==> src/rtl/ysyx_24100005_ifu.sv <==
// Instruction fetch unit: one read per instruction, handed to the core with its pc, then waits for dnpc.
// Best case 3 cycles/instruction (AR, R, OUT); every handshake may stall; faults park in ERR until reset.
module ysyx_24100005_ifu #(
  parameter logic [31:0] RESET_PC = 32'h8000_0000
) (
  input  logic        clk,
  input  logic        rst,
  output logic        arvalid,
  input  logic        arready,
  output logic [31:0] araddr,
  input  logic        rvalid,
  output logic        rready,
  input  logic [31:0] rdata,
  input  logic [1:0]  rresp,
  output logic        inst_valid,
  input  logic        inst_ready,
  output logic [31:0] inst,
  output logic [31:0] pc,
  input  logic        dnpc_valid,
  input  logic [31:0] dnpc,
  output logic        fetch_err,
  output logic [31:0] fetch_cnt
);

  typedef enum logic [2:0] {IDLE, AR, R, OUT, WPC, ERR} state_t;

  state_t state;
  state_t state_nxt;
  logic   deliver;
  logic   take_pc;
  logic   read_ok;

  assign deliver = (state == OUT) && inst_ready;
  // dnpc is only meaningful on the delivery handshake or while parked in WPC
  assign take_pc = (deliver || (state == WPC)) && dnpc_valid;
  assign read_ok = (state == R) && rvalid && (rresp == 2'b00);
  assign araddr  = pc;

  always_comb begin
    state_nxt = state;
    case (state)
      IDLE:    state_nxt = AR;
      AR:      if (arready) state_nxt = R;
      R:       if (rvalid) state_nxt = (rresp == 2'b00) ? OUT : ERR;
      OUT:     if (inst_ready) state_nxt = WPC;
      default: state_nxt = state;
    endcase
    if (take_pc) state_nxt = (dnpc[1:0] == 2'b00) ? AR : ERR;
  end

  // Handshake outputs are flopped from the next state so they track the state register exactly.
  always_ff @(posedge clk or negedge rst) begin
    if (!rst) begin
      state      <= IDLE;
      pc         <= RESET_PC;
      inst       <= '0;
      fetch_cnt  <= '0;
      arvalid    <= 1'b0;
      rready     <= 1'b0;
      inst_valid <= 1'b0;
      fetch_err  <= 1'b0;
    end else begin
      state      <= state_nxt;
      arvalid    <= (state_nxt == AR);
      rready     <= (state_nxt == R);
      inst_valid <= (state_nxt == OUT);
      fetch_err  <= (state_nxt == ERR);
      if (read_ok) inst <= rdata;
      if (deliver) fetch_cnt <= fetch_cnt + 32'd1;
      if (take_pc) pc <= dnpc;
    end
  end

endmodule

==> config.mk <==
export PLATFORM = sky130hd
export DESIGN_NAME = ysyx_24100005_ifu
export DESIGN_NICKNAME = d
export VERILOG_FILES = /design/src/rtl/ysyx_24100005_ifu.sv
export SDC_FILE = /design/constraint.sdc
export NUM_CORES = 1
export LEC_CHECK = 0
export ABC_AREA = 1
export CORE_MARGIN = 10
export CORE_UTILIZATION = 43
export DETAILED_ROUTE_END_ITERATION = 8
export HOLD_SLACK_MARGIN = 0.08
export PLACE_DENSITY = 0.89
export SKIP_LAST_GASP = 1
export SYNTH_ARGS = -nofsm -noshare
export SYNTH_HDL_FRONTEND = slang
export SYNTH_SLANG_ARGS = --single-unit
==> constraint.sdc <==
create_clock -name clk -period 1.6 [get_ports clk]
set_input_delay 0.16 -clock clk [delete_from_list [all_inputs] [get_ports clk]]
set_output_delay 0.16 -clock clk [all_outputs]
set_load 0.05 [all_outputs]
==> results.md <==
- The run finished with clean final reports.
- The routed length on met1 is 5930 um.
- The HPWL reported at the end of detailed placement is 11700 um.
- The number of unique standard cell types used by synthesis is 29.
- For this design the ratio of total power to cell area is 2030 nW/um^2.
- The synthesis-to-layout area growth is 43.3%.
- Summing every instance area after synthesis gives 4990 sq um.
- Clock latency on the worst-skew pair, taken at its later pin, is 0.34 ns.
- For this configuration, the core starts out at a cell density of 43.7%.
- The buffer depth of the longest clock path is 2.
- The highest layer touched by signal routing is met4.
- The clock net in this run drives a total of 103 sinks.
- The synthesized design contains 0 enable-type register cells.
- Across the VDD grid, the largest voltage drop is 1.75 mV.
- The number of nets in the synthesized netlist is 608.
- The met3 layer wire length in the routed design is 1390 um.
- The final critical-path required period is 1.53 ns.
- The instance count after placement with tap cells included is 854.
- For this block, the via count after detailed routing is 4400.
- The root buffer selected by CTS is clkbuf_16.
- The number of pins with negative max-slew slack in the final report is 0.
- The overall fraction of global-route tracks in use is 17.8%.
- The number of flip-flops and latches in the synthesized netlist is 103.
- The maximum number of pins on one net before global-route repair is 39.
- In this run the mean area of a mapped cell was 9.33 sq um.
- Buffers inserted during clock tree synthesis total 9.
- The type of the setup path with the least slack is reg2reg.
- The tightest min-delay check is of the in2async type.
- After routing the design area is 7150 sq um.
- The number of nets in the layout is 802.
- Internal power comes to 7.13 mW.
- The post-placement worst setup slack is -0.0858 ns.
- The power dissipated by switching net loads is 7.39 mW.
- The number of instances in the synthesized netlist is 535.
- After synthesis, flip-flops and latches occupy 51.6% of the total area.
- The dominant register cell in the synthesized netlist is dfrtp_1.
- After the flow finishes, the layout carries non-filler instances totaling 877.
- The count of buffers added on input and output ports is 203.
- The H-tree generated during clock tree synthesis spans 3 levels.
- The overall overflow remaining after global route is 0.
- The first detailed-routing pass ran for 5 iterations.
- The detail route stage leaves a number of antenna-violating nets equal to 0.
- For this design, the slowest cell found on the critical path is dfrtp_2.
- The ratio of final minimum period to clock period is 95.8%.
- The post-route clock skew is 0.00652 ns.
- The cell leakage power is 3.69 nW.
- For the pin with the worst max-slew slack, the measured transition is 0.461 ns.
- The worst-path maximum fanout is 7.
- The timing-limited maximum frequency is 652 MHz.
- The required time of the worst setup path is 1.84 ns.
- The normalized max-slew margin is 69.3%.
- The kind of end point of the critical path is a flop.
- Setup repair after global routing could not meet its margin everywhere.
- The total of warnings raised by yosys is 0.
- The largest incremental delay on the critical path is 0.47 ns.
- The height of the chip is 128 um.
- The final estimated routing congestion in global placement is 0.859.
- Dividing the detail-routed wire length by the instance count gives 17.2 um.
- The first routing iteration left 260 violations.
- The overall die area is 16300 sq um.
- The relative contribution of sequential cells to total power is 28.6%.
- Walking the worst path, the cells encountered are inv_4 > nand3_2 > nor2_4 > nand3_2 > nor2_4 > nand3_1 > nand2_1 > nand2_1.
- The residual DRC count is 0.
- The worst setup path is launched from a flop.
- The wire length on met2 is 7490 um.
- The post-route netlist has 32.6% of its cells at a drive strength greater than 1.
- The antenna diode count is 0.
- Combinational logic burns 57.1% of the power.
- The clock transition at the registers of the reported paths is 0.07 ns.
- The final number of hold-violating endpoints is 0.
- The per-cell via count in the routed design is 5.02.
- During I/O placement, the number of pins put on the boundary was 204.
- The die is 128 um wide.
- The async set-or-reset flop fraction in the synthesized netlist is 100%.
- Max-cap violations in this run came to 0.
- The core area is 11400 sq um.
- The net switching share of the total power is 50.9%.
- STA puts the critical path data arrival time at 1.77 ns.
- The clock tree from TritonCTS is built.
- Setup violations remaining at the end of the flow were counted as 0.
- The clock share of power is 14.3%.
- The via count of the first global-routing pass came to 4630.
- Row generation in the floorplan step produced 39 rows.
- The number of antenna violations at the first check in global routing is 0.
- The final layout contains routed wiring with a total length of 15000 um.
- The global-route wire length before repair is 24100 um.
- The standard cell area after detailed placement is 6770 sq um.
- The final worst-path setup slack is 0.0674 ns.
[cell type report]
cell class              instances  area (sq um)
multi-input cells             347          1980
clock inverters                 7          56.3
well taps                     143           179
flip-flops and latches        103          2590
repair buffers                230          1980
clock buffers                   9           225
inverters                      38           145
fillers                       932          4260
[worst max-delay path, delay by kind of cell (launching register included)]
family / cells / cell delay (ns)
buffers and inverters: 1 / 0.09
DFF: 1 / 0.47
and+or+nand+nor: 7 / 0.87
[power groups by stage]
| stage | Sequential, mW | Clock [mW] | Combinational [mW] |
|---|---|---|---|
| 4_1_cts | 4.13 | 2.14 | 8.28 |
| 2_1_floorplan | 6.76 | 0 | 3.34 |
| 3_3_place_gp | 4.10 | 0 | 8.16 |
| 5_1_grt | 4.26 | 2.22 | 8.73 |
| 3_5_place_dp | 4.16 | 0 | 8.26 |
| 6_report | 4.15 | 2.08 | 8.30 |
[synth_stat cells, types with 4 or more instances]
library cell,n,area (sq um)
clkbuf_1,4,15.0
inv_1,36,135
xor2_1,7,61.3
nor2_1,46,173
mux2_4,28,420
mux2_2,4,45.0
nand3_1,52,260
buf_4,32,240
xnor2_1,7,61.3
o21ai_0,5,25.0
nand2_1,166,623
nand3b_1,4,30.0
dfrtp_1,102,2550
nand4_1,10,62.6
buf_6,4,45.0
buf_2,7,35.0
nor2_4,4,45.0
[cell usage in the layout (no fill, tap or decap), types with 2 or more instances in the layout]
cell type / n
nand2_1: 166
buf_4: 152
nand3_1: 51
nand4_2: 2
inv_1: 36
xor2_1: 7
xnor2_1: 7
clkinv_4: 2
dfrtp_1: 94
buf_12: 6
mux2_4: 28
mux2_2: 4
nand4_1: 10
inv_6: 3
clkdlybuf4s50_1: 70
dfrtp_2: 8
o21ai_0: 5
nand3_2: 3
nor2_1: 39
nor2_4: 5
and2_1: 2
nand3b_1: 4
nor2_2: 8
clkbuf_16: 9
[registers in the layout (all words and copies together) (netlist names)]
signal / count
inst_valid: 1
inst: 32
arvalid: 1
state: 3
rready: 1
fetch_cnt: 32
fetch_err: 1
araddr: 32
[routing by layer]
metal / track usage [%] / vias up
met4: 5.23 / 0
met1: 21.0 / 2110
met5: 0 / -
met3: 5.50 / 17
li1: - / 2058
met2: 30.4 / 215
[kinds of logic (layout without fill, tap and decap cells)]
kind of cell	Yosys count	in the layout	share of synthesized area [%]
and+or+nand+nor	293	293	26.0
DFF	103	103	51.6
buffers and inverters	85	284	9.57
muxes	32	32	9.32
xor gates and xnor gates	14	14	2.46
AOI/OAI and AO/OA	7	7	0.802
adders and majority gates	1	1	0.251
[metrics by stage]
step | utilization (%) | hold slack, ns | setup TNS (ns) | total power, mW
finish | 62.7 | 0.302 | 0 | 14.5
global route | 62.7 | 0.351 | -0.115 | 15.2
CTS | 61.8 | 0.317 | 0 | 14.5
detailed placement | 59.3 | 0.146 | -1.91 | 12.4
global placement | 59.3 | 0.134 | -0.0586 | 12.3
floorplan | - | -0.136 | 0 | 10.1
[repair_timing]
action,CTS,global route
gates resized for setup,1,15
buffers inserted,0,6
pin swaps,0,9
hold buffers,1,0
endpoints found under the setup margin,2,55
hold endpoints to repair,32,0
[worst paths after layout]
check                      slack [ns]            end  depth (start not counted)         start
setup / recovery                 0.07  fetch_cnt[26]                          8      state[2]
setup reg to reg                 0.07  fetch_cnt[26]                          8      state[2]
max in group asynchronous        0.67     araddr[31]                          3           rst
hold reg to reg                  0.50   fetch_cnt[9]                          1  fetch_cnt[9]
hold / removal                   0.30        inst[4]                          2           rst
min in group clk                 0.35     araddr[31]                          3      dnpc[31]
No activity file was read; power rests on OpenSTA's default activity.
